--- src/rtl/instr_encoder.sv ---
// Encodes R/lw/sw/beq requests into 32-bit words and streams them to an
// instruction memory with sequential byte addresses. Optional macro: ENC_FUNCT_CHECK_EN.
module instr_encoder #(
  parameter int unsigned ADDR_W = 8
) (
  input  logic        clk,
  input  logic        rst_n,
  input  logic        clear,
  input  logic        in_valid,
  output logic        in_ready,
  input  logic [1:0]  in_kind,
  input  logic [4:0]  in_rs,
  input  logic [4:0]  in_rt,
  input  logic [4:0]  in_rd,
  input  logic [5:0]  in_funct,
  input  logic [15:0] in_imm,
  output logic        out_valid,
  input  logic        out_ready,
  output logic [31:0] out_instr,
  output logic [31:0] out_addr,
  output logic        full,
  output logic        err
);

  typedef enum logic [1:0] {
    IDLE = 2'd0,
    EMIT = 2'd1,
    FULL = 2'd2
  } state_t;

  state_t            state_q, state_d;
  logic [ADDR_W-1:0] cnt_q, cnt_d;
  logic [31:0]       instr_q, instr_d;
  logic [31:0]       enc;
  logic              accept, hs, bad_funct, emit_acc, cnt_last;

  always_comb begin
    enc = '0;
    unique case (in_kind)
      2'b00: enc = {6'b000000, in_rs, in_rt, in_rd, 5'b00000, in_funct};
      2'b01: enc = {6'b100011, in_rs, in_rt, in_imm};
      2'b10: enc = {6'b101011, in_rs, in_rt, in_imm};
      2'b11: enc = {6'b000100, in_rs, in_rt, in_imm};
      default: enc = '0;
    endcase
  end

`ifdef ENC_FUNCT_CHECK_EN
  always_comb begin
    bad_funct = 1'b0;
    if (in_kind == 2'b00) begin
      unique case (in_funct)
        6'h20, 6'h22, 6'h24, 6'h25, 6'h2A: bad_funct = 1'b0;
        default:                           bad_funct = 1'b1;
      endcase
    end
  end
`else
  assign bad_funct = 1'b0;
`endif

  assign out_valid = (state_q == EMIT);
  assign full      = (state_q == FULL);
  assign in_ready  = rst_n & ~full & (~out_valid | out_ready);
  assign accept    = in_valid & in_ready;
  assign hs        = out_valid & out_ready;
  assign emit_acc  = accept & ~bad_funct;
  assign cnt_last  = (cnt_q == {ADDR_W{1'b1}});
  assign out_instr = instr_q;
  assign out_addr  = {{(30-ADDR_W){1'b0}}, cnt_q, 2'b00};

  always_comb begin
    state_d = state_q;
    cnt_d   = cnt_q;
    instr_d = instr_q;
    if (emit_acc) instr_d = enc;
    // The last slot saturates into FULL instead of wrapping the counter.
    if (hs && !cnt_last) cnt_d = cnt_q + 1'b1;
    unique case (state_q)
      IDLE: if (emit_acc) state_d = EMIT;
      EMIT: begin
        if (hs) begin
          if (cnt_last)      state_d = FULL;
          else if (emit_acc) state_d = EMIT;
          else               state_d = IDLE;
        end
      end
      FULL:    state_d = FULL;
      default: state_d = IDLE;
    endcase
    if (clear) begin
      state_d = IDLE;
      cnt_d   = '0;
    end
  end

  always_ff @(posedge clk) begin
    if (!rst_n) begin
      state_q <= IDLE;
      cnt_q   <= '0;
      instr_q <= '0;
    end else begin
      state_q <= state_d;
      cnt_q   <= cnt_d;
      instr_q <= instr_d;
    end
  end

`ifdef ENC_FUNCT_CHECK_EN
  logic err_q, err_d;

  always_comb begin
    err_d = accept & bad_funct & ~clear;
  end

  always_ff @(posedge clk) begin
    if (!rst_n) err_q <= 1'b0;
    else        err_q <= err_d;
  end

  assign err = err_q;
`else
  assign err = 1'b0;
`endif

endmodule

--- config.mk ---
export PLATFORM = sky130hd
export DESIGN_NAME = instr_encoder
export DESIGN_NICKNAME = d
export VERILOG_FILES = /design/src/rtl/instr_encoder.sv
export SDC_FILE = /design/constraint.sdc
export NUM_CORES = 1
export LEC_CHECK = 0
export ABC_AREA = 1
export CAP_MARGIN = 20
export CORE_UTILIZATION = 43
export CTS_BUF_LIST = sky130_fd_sc_hd__clkbuf_4 sky130_fd_sc_hd__clkbuf_8
export DETAILED_ROUTE_END_ITERATION = 10
export PLACE_DENSITY = 0.88
export SKIP_LAST_GASP = 1
export SYNTH_ARGS = -nofsm -noshare
export SYNTH_HDL_FRONTEND = slang
export SYNTH_SLANG_ARGS = --single-unit
--- constraint.sdc ---
create_clock -name clk -period 3.55 [get_ports clk]
set_input_delay 0.71 -clock clk [delete_from_list [all_inputs] [get_ports clk]]
set_output_delay 0.71 -clock clk [all_outputs]
set_load 0.03 [all_outputs]
# After elaboration in Yosys (flattened, before gate mapping)
# Cells that the tools add are included.
# word_totals
out_inout_bits	68
word_cells	32
register_bits	42
inputBits	44
# op_classes
reduce_logical	6
n_mux	6
n_bitwise	8
eq_ne	8
add_sub_neg	1
# op_table
op	n
32-bit one-hot mux with 4 select lines	1
8-bit by 1-bit adder with 8-bit output, second input constant	1
8-bit == test, second input constant	1
2-bit == test, second input constant	3
2-bit two-way mux	3
2-bit one-hot mux with 3 select lines	1
1-bit AND	4
2-bit by 1-bit == test with 1-bit output, second input constant	2
2-bit logical NOT	2
1-bit NOT	3
2-bit by 1-bit inequality test with 1-bit output, second input constant	1
2-bit inequality test, second input constant	1
2-bit AND reduction	1
2-bit OR reduction	1
1-bit logical AND	1
1-bit logical NOT	1
1-bit two-way mux	1
1-bit OR	1

# Longest topological paths before layout
# logic_depth
word_depth	9
depth_mapped	9
mapped_depth_nobuf	9

# Worst setup path after synthesis
# OpenSTA, ideal clock, no wires.
# synth_path
path_type	input-to-output
startpoint	in out_ready
endpoint	out in_ready
cell_stages	4
path_buffers	0
slack_ps	1240
arrival_ps	1600
required_ps	2840
path_cell_list	inv_1 -> nand3_1 -> inv_1 -> nor3_1
# synth_between
elab_chain_cells	2
# synth_lines
element	line_no	rtl
from (decl)	18	input logic out_ready,
1-bit OR	64	assign in_ready = rst_n & ~full & (~out_valid | out_ready);
1-bit AND	64	
to (decl)	10	output logic in_ready,
# No other way between the ends.

# Final worst setup path
# layout_path
startpoint	in rst_n
endpoint	out in_ready
# layout_between
elab_chain_cells	2
# layout_lines
element	line_no	rtl
from (decl)	7	input logic rst_n,
1-bit AND (2 in a row)	64	
# No other way between the ends.

==> impl_metrics.env <==
export IMPL_status="finished with violations"
export IMPL_violations="DRC"
export IMPL_timing_final_setup_violations=0
export IMPL_leakagePower_uw=0.00123
export IMPL_antenna_found_initial=0
export IMPL_root_buffer="clkbuf_8"
export IMPL_relSlewSlack_pct=64.7
export IMPL_finalSetupTns_ps=0
export IMPL_critPathBufInv=4
export IMPL_fmax_ghz=0.376
export IMPL_die_width_um=71.2
export IMPL_first_global_vias=1784
export IMPL_grt_max_degree=59
export IMPL_path_class="primary input to output port"
export IMPL_diodes=0
export IMPL_cp_start_kind="primary input"
export IMPL_drive_gt1_share_pct=3.74
export IMPL_ir_worst_vdd_mv=0.222
export IMPL_clockBufferDepth=2
export IMPL_numPortBuffers=85
export IMPL_row_count=24
export IMPL_fin_crit_ps=2660
export IMPL_syn_inst=293
export IMPL_postLayoutCoreUtil_pct=65.4
export IMPL_htreeDepth=2
export IMPL_yosysTopAreaCell="dfxtp_1"
export IMPL_cts_repair_resized=0
export IMPL_die_area_um2=5070
export IMPL_core_um2=4470
export IMPL_layout_nets=424
export IMPL_postCtsSetupBuffers=0
export IMPL_slew_viol_final=0
export IMPL_hold_path_class="flip-flop to flip-flop"
export IMPL_worstSkewPairLatency_ps=290
export IMPL_vias_per_cell=4.80
export IMPL_holdBufCountCts=0
export IMPL_cts_tree="yes"
export IMPL_tightest_slew_ps=528
export IMPL_synth_area_top_cells="dfxtp_1, a21oi_1, buf_4, nand2_1, inv_1"
export IMPL_cp_arrival_ps=1950
export IMPL_grt_pass1_wl_um=7840
export IMPL_drt_pass1_iterations=7
export IMPL_syn_to_final_growth_pct=42.2
export IMPL_place_congestion=0.762
export IMPL_crit_fanout=25
export IMPL_grt_total_usage_pct=19.7
export IMPL_chipHeight_um=71.2
export IMPL_ys_seq_area_share_pct=37.9
export IMPL_wl_um=4980
export IMPL_cpMostUsedCell="buf_4"
export IMPL_grt_setup_unrepaired="false"
export IMPL_yosys_warnings=0
export IMPL_r2r_setup_slack_ps=1940
export IMPL_cp_slowest_stage_delay_ps=450
export IMPL_netlist_area_um2=2060
export IMPL_postRouteAntennaNets=0
export IMPL_synth_edf_count=0
export IMPL_drc=8
export IMPL_hpwl_um=3670
export IMPL_p_total_uw=1060
export IMPL_min_period_over_period_pct=74.8
export IMPL_finalHoldViolCount=0
export IMPL_cap_viol_max_count=0
export IMPL_cp_slowest_cell="clkdlybuf4s50_1"
export IMPL_cts_sinks=39
export IMPL_initial_utilization_pct=46.0
export IMPL_clkTransAtPathRegs_ps=70
export IMPL_crit_path_cell_trace="clkdlybuf4s50_1 -> buf_4 -> inv_2 -> nor3_1 -> buf_4"
export IMPL_cp_required_ps=2840
export IMPL_yosys_cell_types_count=22
export IMPL_vias=2045
export IMPL_avgRoutedWirePerCell_um=11.7
export IMPL_first_iter_violations=80
export IMPL_crit_family="buffers and inverters"
export IMPL_ys_async_sr_fraction_pct=0
export IMPL_synth_most_common_cell="nand2_1"
export IMPL_powerDensity_nw_per_um2=363
export IMPL_syn_avg_cell_area_um2=7.03
export IMPL_synth_top_cell_area_share_pct=37.9
export IMPL_ys_ff_latch=39
export IMPL_cts_buffers_inserted=5
export IMPL_grt_ovfl_total=0
export IMPL_top_level_ports=112
export IMPL_worstSetupEndpointType="output port"
export IMPL_clock_skew_ps=4.80
export IMPL_ys_top_cells_by_count="nand2_1, a21oi_1, inv_1, dfxtp_1, buf_4"
export IMPL_synthFlopType="dfxtp_1"
-- where the power goes --
part / switching [uW] / leakage (uW) / internal (uW)
registers: 11.1 / 0.000319 / 459
clock network: 157 / 0.0000505 / 177
logic: 155 / 0.000860 / 105
-- state kept, by name, summed over array words and instances, names as in the netlist --
register	cells
state_q	2
cnt_q	8
out_instr	29
-- worst reg2reg max path, cell delays in order (launching register included) --
cell and delay (ps):
dfxtp_1 370, ha_1 200, nand2_1 90, nor2_1 160, nand2_1 100, nand2_1 250, inv_1 160, nor2_1 130
nor2_1 60
-- final cells by class --
type,instances,area [um^2]
clock buffers,7,96.3
inverters,41,154
well taps,52,65.1
repair buffers,87,863
fillers,384,1550
clock inverters,1,7.51
multi-input cells,199,961
flip-flops and latches,39,781
-- path summary, 6_finish.rpt --
path	start	endpoint	cells after the start
max	rst_n	in_ready	5
min	out_instr[17]	out_instr[17]	2
max reg2reg	cnt_q[1]	cnt_q[1]	8
min reg2reg	out_instr[17]	out_instr[17]	2
-- cell families after synthesis --
kind of cell | synth area share, %
XOR/XNOR | 1.28
buffers and inverters | 20.0
adder cells (fa/ha/maj) | 4.25
other | 0.182
AO/OA/AOI/OAI | 16.1
flip-flops | 37.9
AND/OR/NAND/NOR | 20.3
-- per-layer routing --
metal  up-vias  track usage (%)  wire [um]
li1       1028                -          -
met4         0             10.0        167
met5         -                0          0
met3        15             5.27        342
met2        87             33.2       2400
met1       915             22.9       2070
-- layout by cell type, fill, tap and decap left out, types with 7 or more instances in the layout --
cell | Yosys | routed
nand3_1 | 19 | 19
nand2_1 | 53 | 53
clkdlybuf4s50_1 | 0 | 84
clkbuf_8 | 0 | 7
a21oi_1 | 44 | 44
dfxtp_1 | 39 | 39
conb_1 | 1 | 26
nor2_1 | 19 | 19
o21ai_0 | 16 | 16
ha_1 | 7 | 7
inv_1 | 40 | 40
-- stage by stage --
step / cell area [um^2] / hold WS, ps / setup slack, ps / instances
global placement: 2820 / 431 / 906 / 418
floorplan: 2150 / 556 / 1240 / 318
global route: 2930 / 467 / 806 / 426
detailed placement: 2820 / 436 / 839 / 418
CTS: 2930 / 447 / 879 / 426
finish: 2930 / 444 / 893 / 426
Note: power is estimated with default switching activity, not from simulation.
